`config.mk`:
```
export PLATFORM = sky130hd
export DESIGN_NAME = stack_sequencer
export DESIGN_NICKNAME = d
export VERILOG_FILES = /design/src/rtl/stack_sequencer.sv
export SDC_FILE = /design/constraint.sdc
export NUM_CORES = 1
export LEC_CHECK = 0
export BUFFER_PORTS_ARGS = -buffer_cell sky130_fd_sc_hd__buf_2
export CAP_MARGIN = 20
export CORE_ASPECT_RATIO = 0.9
export CORE_MARGIN = 1
export CORE_UTILIZATION = 50
export CTS_BUF_LIST = sky130_fd_sc_hd__clkbuf_8
export CTS_CLUSTER_DIAMETER = 200
export DETAILED_ROUTE_END_ITERATION = 7
export PLACE_DENSITY = 0.92
export SETUP_SLACK_MARGIN = 0.5
export SLEW_MARGIN = 5
export SYNTH_ARGS = -nofsm -noshare
export SYNTH_HDL_FRONTEND = slang
export SYNTH_SLANG_ARGS = --single-unit
```
`constraint.sdc`:
```
create_clock -name clk -period 4.4 [get_ports clk]
set_input_delay 0 -clock clk [delete_from_list [all_inputs] [get_ports clk]]
set_output_delay 0 -clock clk [all_outputs]
set_load 0.005 [all_outputs]
```
`src/rtl/stack_sequencer.sv`:
```
// stack_sequencer: bounds-checked 1-3 byte push/pull sequencer driving SP strobes and page-1 memory accesses
module stack_sequencer #(
  parameter logic [7:0] STACK_PAGE = 8'h01,
  parameter bit CHECK_BOUNDS = 1'b1
) (
  input  logic        clk,
  input  logic        rst,
  input  logic        start,
  input  logic        op_pull,
  input  logic [1:0]  op_len,
  input  logic [23:0] push_data,
  input  logic [7:0]  sp,
  output logic        push,
  output logic        pop,
  output logic [15:0] mem_addr,
  output logic        mem_we,
  output logic [7:0]  mem_wdata,
  output logic        mem_re,
  input  logic [7:0]  mem_rdata,
  output logic [23:0] pull_data,
  output logic        busy,
  output logic        done,
  output logic        err
);
  typedef enum logic [2:0] {IDLE, PUSH, PULL_INC, PULL_RD, PULL_CAP, DONE} state_t;
  state_t state, next;
  logic [1:0] n, k, wsel, cidx;
  logic [23:0] data;
  logic err_q, bad, last;
  assign bad = (op_len == 2'd0) || (CHECK_BOUNDS && (op_pull ? (sp > 8'hFF - {6'd0, op_len}) : (sp < {6'd0, op_len})));
  assign last = (k == n - 2'd1);
  assign wsel = n - 2'd1 - k;
  assign cidx = k - 2'd1;
  // state register; reset aborts any command in flight
  always_ff @(posedge clk or posedge rst)
    if (rst) state <= IDLE;
    else state <= next;
  // next-state: rejected requests go straight to DONE without touching SP or memory
  always_comb begin
    next = state;
    case (state)
      IDLE:     if (start) next = bad ? DONE : (op_pull ? PULL_INC : PUSH);
      PUSH:     if (last) next = DONE;
      PULL_INC: next = PULL_RD;
      PULL_RD:  if (last) next = PULL_CAP;
      PULL_CAP: next = DONE;
      default:  next = IDLE;
    endcase
  end
  // strobes and address are decoded from state so reset silences them at once
  always_comb begin
    push = state == PUSH;
    pop = (state == PULL_INC) || (state == PULL_RD && !last);
    mem_we = state == PUSH;
    mem_re = state == PULL_RD;
    mem_addr = (mem_we || mem_re) ? {STACK_PAGE, sp} : 16'h0000;
    mem_wdata = mem_we ? data[{wsel, 3'b000} +: 8] : 8'h00;
    busy = state != IDLE;
    done = state == DONE;
    err = done && err_q;
  end
  // command latch, byte index and pull capture; read k-1 lands while read k is issued
  always_ff @(posedge clk or posedge rst)
    if (rst) begin
      n <= 2'd0;
      k <= 2'd0;
      data <= 24'h0;
      err_q <= 1'b0;
      pull_data <= 24'h0;
    end else if (state == IDLE && start) begin
      n <= op_len;
      k <= 2'd0;
      data <= push_data;
      err_q <= bad;
      pull_data <= 24'h0;
    end else begin
      if (state == PUSH || state == PULL_RD) k <= k + 2'd1;
      if ((state == PULL_RD && k != 2'd0) || state == PULL_CAP) pull_data[{cidx, 3'b000} +: 8] <= mem_rdata;
    end
endmodule
```
* Yosys cells after proc, flatten, opt, wreduce, memory -nomap -nowiden
Cells that the tools add are included.
W data, S select, Z words.
** Storage, ports and cells
- Bits in registers :: 56
- Word-level logic and storage cells :: 56
- Output and inout port bits :: 55
** Cells by class
- Reductions and logical operators :: 16
- Equality and inequality tests :: 9
- $add $sub $neg :: 6
- Shift-type cells :: 3
- Magnitude comparators :: 2
- Multiplexer cells :: 14
** Operators by type and width (count)
- $mux W24 :: 2
- $bwmux W24 :: 1
- $shift A8 B7 Y24 const A :: 1
- $shiftx A24 B6 Y8 :: 1
- $shiftx A8 B7 Y24 :: 1
- $pmux W3 S5 :: 1
- $mux W3 :: 4
- $mux W9 :: 1
- $gt A8 B8 Y1 :: 1
- $lt A8 B2 Y1 :: 1
- $mux W8 :: 1
- $neg A5 Y7 :: 1
- $eq A3 B2 Y1 const B :: 2
- $eq A3 B3 Y1 const B :: 2
- $mux W2 :: 3
- $reduce_bool A2 Y1 :: 3
- $logic_and A1 B1 Y1 :: 4
- $logic_or A1 B1 Y1 :: 4
- $ne A2 B1 Y1 const B :: 2
- $sub A1 B3 Y4 const A :: 1
- $sub A2 B1 Y2 const B :: 2
- $eq A3 B1 Y1 const B :: 1
- $logic_not A3 Y1 :: 1
- $reduce_and A3 Y1 :: 1
- 8 further kinds :: 8

* Logic depth before layout (Yosys ltp)
Gate-level depths: netlist (run 1).
- Word-level depth :: 7
- Gate-level depth with buffers :: 6

* Worst setup path after synthesis (run 1)
Ideal clock, no wire load.
- Path kind :: reg2reg
- Start point :: register k[0]
- End point :: register state[1]
- Data arrival time :: 1.662 ns
- Clock period less this slack :: 1.782 ns
- Setup slack :: 2.618 ns
- Stages on the path, launching flop included :: 7
- Cells stage by stage :: dfrtp_1 -> ha_1 -> clkbuf_1 -> clkbuf_1 -> and2b_2 -> a21oi_1 -> a31o_2
** On the way
- Word-level cells in the longest chain between the ends :: 3
- Elaborated cells between the ends (all ways) :: 4
- Those cells by class :: eq/ne: 3; reduce/logical: 1
** RTL lines
- start: declaration :: RTL line 27 : logic [1:0] n, k, wsel, cidx;
- start signal: assignment :: RTL line 77 : if (state == PUSH || state == PULL_RD) k <= k + 2'd1;
- $eq A2 B2 Y1 * :: RTL line 31 : assign last = (k == n - 2'd1);
- $ne A2 B1 Y1 (no line)
- $reduce_and A3 Y1 (no line) *
- end signal: assignment :: RTL line 37 : else state <= next;
- end: declaration :: RTL line 26 : state_t state, next;
Every way passes the cells marked *; elsewhere a longest branch is shown, timed or not.
A chain may end at the register's enable or synchronous reset.

* Worst setup path in the final report (run 1)
- Start point :: register state[2]
- End point :: output mem_wdata[3]
** On the way
- Word-level cells in the longest chain between the ends :: 2
** RTL lines
- $eq A3 B1 Y1 :: RTL line 54 : mem_we = state == PUSH;
- $mux W8 :: RTL line 57 : mem_wdata = mem_we ? data[{wsel, 3'b000} +: 8] : 8'h00;
- end: declaration :: RTL line 17 : output logic [7:0] mem_wdata,
Every way passes these cells.

==> results of run 1 <==
-- stage by stage --
| step | cells | setup WS, ns | hold WS (ns) |
|---|---|---|---|
| final | 442 | 1.78 | 0.126 |
| after global routing | 442 | 1.57 | 0.136 |
| after CTS | 442 | 1.80 | 0.114 |
| after detailed placement | 398 | 2.16 | 0.237 |
| after global placement | 398 | 2.20 | 0.222 |
| after floorplan | 254 | 2.62 | 0.110 |
-- kinds of logic after synthesis --
logic type	synth area share (%)
XOR/XNOR	2.05
flip-flops	47.7
AO/OA/AOI/OAI	16.2
AND/OR/NAND/NOR	13.7
multiplexers	10.4
adder cells (fa/ha/maj)	3.84
other	0.128
buffers and inverters	5.97
-- where the power goes --
group / total [uW] / internal, uW / switching (uW)
registers: 840 / 700 / 140
clock network: 341 / 172 / 170
logic: 1260 / 595 / 667
-- cell type report --
cell class / count / area, sq um
clock buffer: 5 / 68.8
clock inverter: 3 / 47.5
fill: 425 / 1810
inverter: 9 / 33.8
multi-input combinational: 169 / 1380
sequential: 56 / 1400
tap: 70 / 87.6
timing repair buffer: 130 / 833
-- worst max-delay path by stage --
| stage | startpoint | endpoint | slack, ns | cells after the start |
|---|---|---|---|---|
| 3_5_place_dp | state[2]$_DFFE_PP0P_ | mem_wdata[3] | 2.16 | 5 |
| 6_report | state[2]$_DFFE_PP0P_ | mem_wdata[3] | 1.78 | 5 |
| 2_1_floorplan | k[0]$_DFFE_PP0P_ | state[1]$_DFFE_PP0P_ | 2.62 | 6 |
| 4_1_cts | state[2]$_DFFE_PP0P_ | mem_wdata[3] | 1.80 | 5 |
| 5_1_grt | state[2]$_DFFE_PP0P_ | mem_wdata[3] | 1.57 | 5 |
| 3_3_place_gp | state[2]$_DFFE_PP0P_ | mem_wdata[3] | 2.20 | 5 |
-- synthesized netlist by cell type (all sizes together) --
library cell | count | area share (%)
clkbuf | 5 | 0.68
a21oi | 9 | 1.8
nor2 | 8 | 1.3
nor2b | 1 | 0.21
xor2 | 1 | 0.94
a211oi | 8 | 2.4
mux2 | 27 | 10
or2 | 2 | 0.43
nand2b | 9 | 1.9
and3b | 1 | 0.30
clkinv | 1 | 0.13
nand3 | 3 | 0.51
o21ba | 1 | 0.34
inv | 8 | 1.0
xnor3 | 1 | 0.81
nor3 | 2 | 0.34
or3 | 1 | 0.21
and3 | 1 | 0.21
conb | 1 | 0.13
or2b | 3 | 0.77
o21ai | 6 | 1.0
buf | 15 | 4.1
nor3b | 1 | 0.26
and2b | 2 | 0.55
a22oi | 1 | 0.26
and4bb | 1 | 0.55
nor4 | 4 | 1.9
xnor2 | 1 | 0.30
nand2 | 15 | 1.9
ha | 9 | 3.8
a41o | 8 | 2.7
and2 | 10 | 2.1
o41ai | 1 | 0.55
dfrtp | 56 | 48
nand4 | 1 | 0.21
a22o | 23 | 6.9
a31o | 1 | 0.30
-- flip-flops by register name (all words and copies together), names as in the netlist --
| name | cells |
|---|---|
| state | 3 |
| data | 24 |
| k | 2 |
| n | 2 |
| err_q | 1 |
| pull_data | 24 |
-- worst register-to-register path, stage by stage, from the launching register on --
cell and delay [ns]:
dfrtp_1 0.58, inv_1 0.12, ha_1 0.21, and4bb_4 0.34, a21oi_2 0.08, nor4_4 0.50
a22o_1 0.22
-- per-layer routing --
| metal | track usage (%) | vias to the layer above |
|---|---|---|
| met2 | 41.6 | 73 |
| met4 | 3.64 | 0 |
| met1 | 28.2 | 1170 |
| li1 | - | 1128 |
| met3 | 4.12 | 8 |
| met5 | 0 | - |
==> qor.yml, run 1 <==
die:
  dieWidth_um: 82.8
  die_area_sq_um: 6180
  coreArea_sq_um: 5660
  ios: 101
  rows: 26
  start_util_pct: 51.9
  fp.dieH_um: 74.7
detailed_routing:
  wl_met1_um: 3080
  ant_nets: 0
  vias_per_cell: 5.38
  post_drt_wl_per_cell_um: 15.7
  wirelength_um: 6960
  drtPass1Iterations: 4
  highest_layer: "met4"
  dr_wl_met3_um: 305
  vias: 2379
  initialDrtViolationCount: 108
  route.met2.wl_um: 3520
  drc: 0
clock_tree:
  tritoncts: "yes"
  cts.sinks: 56
  clk_pin_slew_ns: 0.10
  cts_max_level: 2
  ctsRootBufferMaster: "clkbuf_8"
  cts_resized: 0
  numCtsBuffers: 5
  post_cts_buffers: 0
  cts_hold_buffers: 36
  clockBufferDepth: 2
  insertion_delay_ns: 0.30
placed_design:
  dpl_cell_area_sq_um: 3380
  place_congestion: 0.729
  dp_hpwl_um: 4500
  io_buffer_count: 93
layout:
  drive_above_1_share_pct: 39.0
  nets: 426
  mostFrequentLayoutCells: "buf_2 (93), dfrtp_1 (56), dlygate4sd3_1 (36), mux2_2 (26), a22o_1 (23)"
  final_common_cell: "buf_2"
  fin_util_pct: 68.1
  final_area_sq_um: 3850
  antennaDiodeCount: 0
  area_growth_pct: 31.3
sta:
  worst_pin_slew_ns: 0.858
  fmax_mhz: 382
  rsz0062_at_grt: "no"
  relSlewSlack_pct: 42.7
  min_period_ns: 2.62
  final_max_slew_viol_count: 0
  setup_tns_ns: 0
  hold_viol: 0
  setup_viol: 0
  fin_crit_sh_pct: 59.6
  clock_skew_ns: 0.00965
synth:
  synth_seq_cells: 56
  synth_cell_types: 46
  syn_avg_cell_area_sq_um: 11.8
  yosysSeqAreaShare_pct: 47.7
  synth_area_sq_um: 2940
  synth_warnings: 0
  syn-instance-count: 248
grt:
  grt_pass1_vias: 2289
  grt_max_degree: 57
  grt_usage_pct: 22.7
  antenna_found_initial: 0
  grt_pass1_wl_um: 10700
  gr-total-overflow: 0
flow_run:
  maxCapViolations: 0
worst_setup_path:
  r2r_slack_ns: 2.30
  cpPeakStageDelay_ns: 0.60
  start_kind: "flop"
  rr_worst_depth: 6
  cp.arrival_ns: 2.62
  path_delay_family: "simple AND/OR/NAND/NOR gates"
  path_buf_inv: 2
  worstPathRequired_ns: 4.40
  end_kind: "output port"
  crit_chain: "and2b_1 > nand2b_1 > clkinv_1 > a41o_1 > buf_2"
  rr_startpoint: "k[0]$_DFFE_PP0P_"
  r2r_end: "pull_data[21]$_DFFE_PP0P_"
  cp_max_fo: 15
  critPathKind: "reg2out"
  crit_slowest_cell: "dfrtp_1"
power:
  p_leak_uw: 0.00195
  finalPower_uw: 2440
  p_per_area_nw_per_um2: 634
  ir_drop_mv: 0.384
worst_hold_path:
  min_to: "state[1]$_DFFE_PP0P_"
  hold_class: "in2reg"
  hp-start: "op_pull"
  min_path_cells: 4
run_status:
  run_status: "finished, final reports clean"
Power figures use the tool's default switching activity.
==> run 2, diff against run 1 <==
Settings changed: ABC_AREA from default to 1, CORE_UTILIZATION 50 to 48, PLACE_DENSITY 0.92 to 0.91.
Clock period 4.4 ns to 2.3 ns, I/O delays scaled along.
==> run 2 against run 1 <==
Against the previous run: sequential share of layout area fell by 3.8 points; wire length rose by 23%; synthesized cell count rose by 69%; count of clock-buffer cells in the layout did not move; critical path depth rose by 4; worst setup slack got worse by 1.4 ns; power rose by 110%; clock skew fell by 0.00050 ns; area after synthesis rose by 8.7%; cell area rose by 12%; critical path type unchanged.
==> qor.yml, run 2 <==
clock_tree:
  clockBufferDepth: 2
  tritoncts: "yes"
  ctsRootBufferMaster: "clkbuf_8"
  insertion_delay_ns: 0.31
  clk_pin_slew_ns: 0.11
  numCtsBuffers: 5
  cts_max_level: 2
  cts.sinks: 56
detailed_routing:
  initialDrtViolationCount: 212
  drtPass1Iterations: 5
  vias_per_cell: 5.14
  ant_nets: 0
  post_drt_wl_per_cell_um: 13.5
  vias: 3254
  wirelength_um: 8570
  drc: 0
layout:
  final_common_cell: "nand2_1"
  final_cells: 633
  antennaDiodeCount: 0
  drive_above_1_share_pct: 30.0
  reg_top3: "data (24), pull_data (24), state (3)"
  area_growth_pct: 35.0
  mostFrequentLayoutCells: "nand2_1 (145), buf_2 (93), dfrtp_1 (55), inv_1 (34), dlygate4sd3_1 (34)"
  fin_util_pct: 68.9
  nets: 600
sta:
  fmax_mhz: 519
  setup_tns_ns: 0
  final_max_slew_viol_count: 0
  setup_ws_ns: 0.374
  rsz0062_at_grt: "yes"
  setup_viol: 0
  hold_viol: 0
  fin_crit_sh_pct: 83.7
  clock_skew_ns: 0.00915
  min_period_ns: 1.93
grt:
  grt_max_degree: 29
  grt_pass1_wl_um: 13600
  grt_usage_pct: 24.7
  grt_pass1_vias: 3179
  gr-total-overflow: 0
  antenna_found_initial: 0
synth:
  synth_edf_count: 0
  synthTopCellsByCount: "nand2_1 (153), dfrtp_1 (56), inv_1 (37)"
  synth_warnings: 0
  synth_seq_cells: 56
  syn-instance-count: 418
  yosysSeqAreaShare_pct: 43.9
  synthArstFlopShare_pct: 100
  synth_cell_types: 35
  yosys.area.top_type: "dfrtp_1"
  ys_top_cells_by_area: "dfrtp_1 (44%), nand2_1 (18%), nand3_1 (5.0%), inv_1 (4.4%), nor2_1 (4.0%)"
  syn_avg_cell_area_sq_um: 7.63
  synth_flop_cell: "dfrtp_1"
  synth_most_common_cell: "nand2_1"
  synth_area_sq_um: 3190
  synth_top_area_share_pct: 43.9
placed_design:
  dp_hpwl_um: 5740
  place_congestion: 0.933
  io_buffer_count: 93
  dp_slack_ns: 0.426
  placed_cells: 587
flow_run:
  maxCapViolations: 0
die:
  ios: 101
  die_area_sq_um: 6970
  rows: 27
  coreArea_sq_um: 6250
  dieWidth_um: 87.9
  fp.dieH_um: 79.3
  start_util_pct: 51.0
worst_setup_path:
  cp_max_fo: 8
  end_kind: "output port"
  start_kind: "flop"
  worstPathRequired_ns: 2.30
  cp.arrival_ns: 1.93
  critPathKind: "reg2out"
run_status:
  run_status: "finished, final reports clean"
power:
  p_leak_uw: 0.00243
  p_per_area_nw_per_um2: 1190
  ir_drop_mv: 0.711
worst_hold_path:
  hold_class: "in2reg"
==> run 2: repair_timing <==
action / CTS / global route
endpoints found under the setup margin: 11 / 33
endpoints found under the hold margin: 47 / 0
resized for setup: 8 / 30
cloned: 0 / 1
hold buffers: 34 / 0
pin swaps: 1 / 14
setup buffers: 1 / 2
==> run 2: worst paths after layout <==
path / to / startpoint / slack [ns] / depth (start not counted)
setup / recovery: mem_wdata[3] / k[1]$_DFFE_PP0P_ / 0.37 / 9
hold / removal: pull_data[5]$_DFFE_PP0P_ / mem_rdata[5] / 0.01 / 3
setup reg to reg: pull_data[22]$_DFFE_PP0P_ / k[0]$_DFFE_PP0P_ / 0.46 / 8
hold reg to reg: data[12]$_DFFE_PP0P_ / data[12]$_DFFE_PP0P_ / 0.48 / 2
max in group asynchronous: pull_data[16]$_DFFE_PP0P_ / rst / 1.50 / 4
min in group asynchronous: data[18]$_DFFE_PP0P_ / rst / 0.19 / 3
==> run 2: report_power, final <==
part	total (uW)	leakage [uW]	internal, uW	switching, uW
Sequential	1540	0.000733	1310	229
Combinational	3010	0.00164	1150	1860
Clock	567	0.0000491	225	342
==> run 2: layout make-up <==
| class | instances | area, sq um |
|---|---|---|
| Tap cell | 87 | 109 |
| Multi-Input combinational cell | 304 | 1650 |
| Sequential cell | 56 | 1400 |
| Fill cell | 484 | 1950 |
| Clock inverter | 3 | 26.3 |
| Timing Repair Buffer | 136 | 886 |
| Clock buffer | 5 | 68.8 |
| Inverter | 42 | 166 |
==> run 2: layer usage <==
layer | up-vias | routed length (um) | GRT usage [%]
met5 | - | 0 | 0
met4 | 0 | 130 | 8.52
met3 | 16 | 463 | 3.95
met2 | 135 | 4410 | 44.6
met1 | 1538 | 3570 | 29.4
li1 | 1565 | - | -
==> run 2: worst max-delay path, cell delays in order (launching register included) <==
cell	delay [ns]
dfrtp_1	0.44
inv_2	0.11
nand2_2	0.06
nand3b_1	0.26
nand2_2	0.16
nand2_4	0.16
nand3_1	0.11
nand2_1	0.11
nor2_1	0.05
buf_2	0.14
==> run 2: cells by family (layout without fill, tap and decap cells) <==
family / count (synthesis) / after routing / synth area share [%]
simple gates: 249 / 250 / 33.5
other cells: 1 / 7 / 0.118
compound gates: 30 / 30 / 6.87
fa+ha+maj: 9 / 9 / 3.53
mux: 8 / 8 / 2.51
buf+inv: 65 / 186 / 9.53
flops: 56 / 56 / 43.9
==> run 2: metrics by stage <==
stage | hold slack (ns) | area [sq um] | power (uW)
floorplan | 0.0707 | 3220 | 3340
global placement | -0.0217 | 3690 | 3880
detailed placement | -0.00683 | 3690 | 3990
CTS | 0.00472 | 4160 | 4680
global route | 0.0323 | 4300 | 5540
finish | 0.0113 | 4300 | 5120
==> run 3, diff against run 2 <==
Settings changed: CORE_UTILIZATION 48 to 50.
Clock period 2.3 ns to 2 ns, I/O delays scaled along.
==> run 3 against run 2 <==
Against the previous run: cell area rose by 14%; combinational power rose by 67%; sequential power rose by 18%; cell count rose by 4.6%; register-to-register slack got worse by 0.36 ns; power rose by 47%; clock skew fell by 0.0050 ns; largest cell class unchanged.
==> qor.yml, run 3 (synthesis gave the netlist of run 2 again) <==
die:
  fp.dieH_um: 77.8
  rows: 27
  coreArea_sq_um: 6150
  dieWidth_um: 86.2
  ios: 101
  start_util_pct: 51.9
  die_area_sq_um: 6700
layout:
  area_growth_pct: 54.1
  nets: 629
  reg_top3: "data (24), pull_data (24), state (3)"
  final_common_cell: "nand2_1"
  final_area_sq_um: 4910
  mostFrequentLayoutCells: "nand2_1 (141), buf_2 (93), dfrtp_1 (52), inv_1 (32), dlygate4sd3_1 (31)"
  drive_above_1_share_pct: 39.1
  fin_util_pct: 79.9
  antennaDiodeCount: 0
  fillers: 369
sta:
  setup_ws_ns: 0.105
  rsz0062_at_grt: "yes"
  final_max_slew_viol_count: 0
  holdWs_ns: 0.0402
  fin_crit_sh_pct: 94.8
  setup_tns_ns: 0
  setup_viol: 0
  hold_viol: 0
  clock_skew_ns: 0.00412
  fmax_mhz: 528
  min_period_ns: 1.90
detailed_routing:
  drc: 0
  drtPass1Iterations: 7
  vias_per_cell: 5.57
  post_drt_wl_per_cell_um: 17.3
  initialDrtViolationCount: 327
  wirelength_um: 11500
  ant_nets: 0
  vias: 3688
worst_setup_path:
  cp.arrival_ns: 2.16
  end_kind: "flop"
  worstPathRequired_ns: 2.26
  crit_slowest_cell: "dfrtp_1"
  crit_chain: "inv_2 > buf_4 > buf_12 > ha_4 > clkinv_8 > nand4_1 > buf_6 > nor2_2 > nand4_1 > nand2_1"
  critPathMostFrequentCell: "nand4_1"
  path_buf_inv: 5
  start_kind: "flop"
  cp_max_fo: 7
  critPathKind: "reg2reg"
  path_delay_family: "buffers and inverters"
  cpPeakStageDelay_ns: 0.42
grt:
  grt_usage_pct: 28.9
  grt_pass1_vias: 3249
  grt-busiest-layer: "met2"
  gr-usage-met3_pct: 4.68
  grtUsageMet2_pct: 48.7
  grt_util_met1_pct: 35.8
  grt_max_degree: 33
  grt_pass1_wl_um: 15100
  gr-total-overflow: 0
  antenna_found_initial: 0
run_status:
  run_status: "finished, final reports clean"
clock_tree:
  insertion_delay_ns: 0.32
  cts_max_level: 2
  clockBufferDepth: 2
  ctsRootBufferMaster: "clkbuf_8"
  cts.sinks: 56
  clk_pin_slew_ns: 0.10
  tritoncts: "yes"
  numCtsBuffers: 5
placed_design:
  dp_slack_ns: 0.128
  dp_hpwl_um: 5760
  io_buffer_count: 93
  place_congestion: 0.874
  dpl_cell_area_sq_um: 3710
flow_run:
  maxCapViolations: 0
power:
  p_per_area_nw_per_um2: 1530
  p_leak_uw: 0.00268
  ir_drop_mv: 0.679
worst_hold_path:
  hold_class: "in2reg"
==> run 3: cell types whose count changed in the layout (fill, tap and decap cells not counted), moves of 3 or more <==
cell,delta
nand2_1,-4
nor4_4,+7
buf_12,+5
nand2_4,+3
o21ai_1,-6
o21ai_2,+5
dfrtp_2,+3
dfrtp_1,-3
nor4_1,-7
dlygate4sd3_1,-3
buf_6,+5
buf_4,+17
==> run 3: what timing repair did <==
action,in CTS,in global routing
setup endpoints to repair,64,65
endpoints found under the hold margin,86,0
hold buffers,31,0
pin swaps,23,42
buffers inserted,20,10
cloned,2,3
resized for setup,53,44
==> run 3: layer usage <==
layer	vias to the layer above	wire length (um)	share of wire [%]
li1	1631	-	-
met1	1680	4140	36
met2	291	5610	49
met3	86	1010	8.8
met4	0	693	6.0
met5	-	0	0
==> run 3: final timing paths <==
| path | depth (start not counted) | endpoint | start | slack [ns] |
|---|---|---|---|---|
| max | 10 | pull_data[20]$_DFFE_PP0P_ | k[1]$_DFFE_PP0P_ | 0.10 |
| min | 3 | pull_data[2]$_DFFE_PP0P_ | mem_rdata[2] | 0.04 |
| max reg2reg | 10 | pull_data[20]$_DFFE_PP0P_ | k[1]$_DFFE_PP0P_ | 0.10 |
| min reg2reg | 2 | data[23]$_DFFE_PP0P_ | data[23]$_DFFE_PP0P_ | 0.48 |
| max in group asynchronous | 4 | k[0]$_DFFE_PP0P_ | rst | 1.24 |
| min in group asynchronous | 3 | data[16]$_DFFE_PP0P_ | rst | 0.11 |
==> run 3: worst reg2reg max path, stage by stage, from the launching register on <==
cell and delay [ns]:
dfrtp_1 0.42, inv_2 0.06, buf_4 0.14, buf_12 0.12, ha_4 0.26, clkinv_8 0.08
nand4_1 0.15, buf_6 0.20, nor2_2 0.12, nand4_1 0.16, nand2_1 0.12
==> run 3: area by class of cell <==
| type | count | area (sq um) | area share, % |
|---|---|---|---|
| multi-input combinational | 304 | 1900 | 38.7 |
| sequential | 56 | 1410 | 28.6 |
| timing repair buffer | 163 | 1210 | 24.6 |
| inverter | 42 | 183 | 3.72 |
| tap | 87 | 109 | 2.22 |
| clock buffer | 6 | 82.6 | 1.68 |
| clock inverter | 2 | 13.8 | 0.280 |
| timing repair inverter | 2 | 12.5 | 0.255 |
==> run 3: metrics by stage <==
step                cells  power, uW
finish                662       7540
global route          662       7980
CTS                   649       6390
detailed placement    588       4670
global placement      588       4530
floorplan             424       3930
==> run 3: report_power, final <==
group / leakage [uW] / switching, uW / internal (uW)
combinational: 0.00190 / 2830 / 2210
clock: 0.0000516 / 395 / 285
sequential: 0.000729 / 301 / 1510
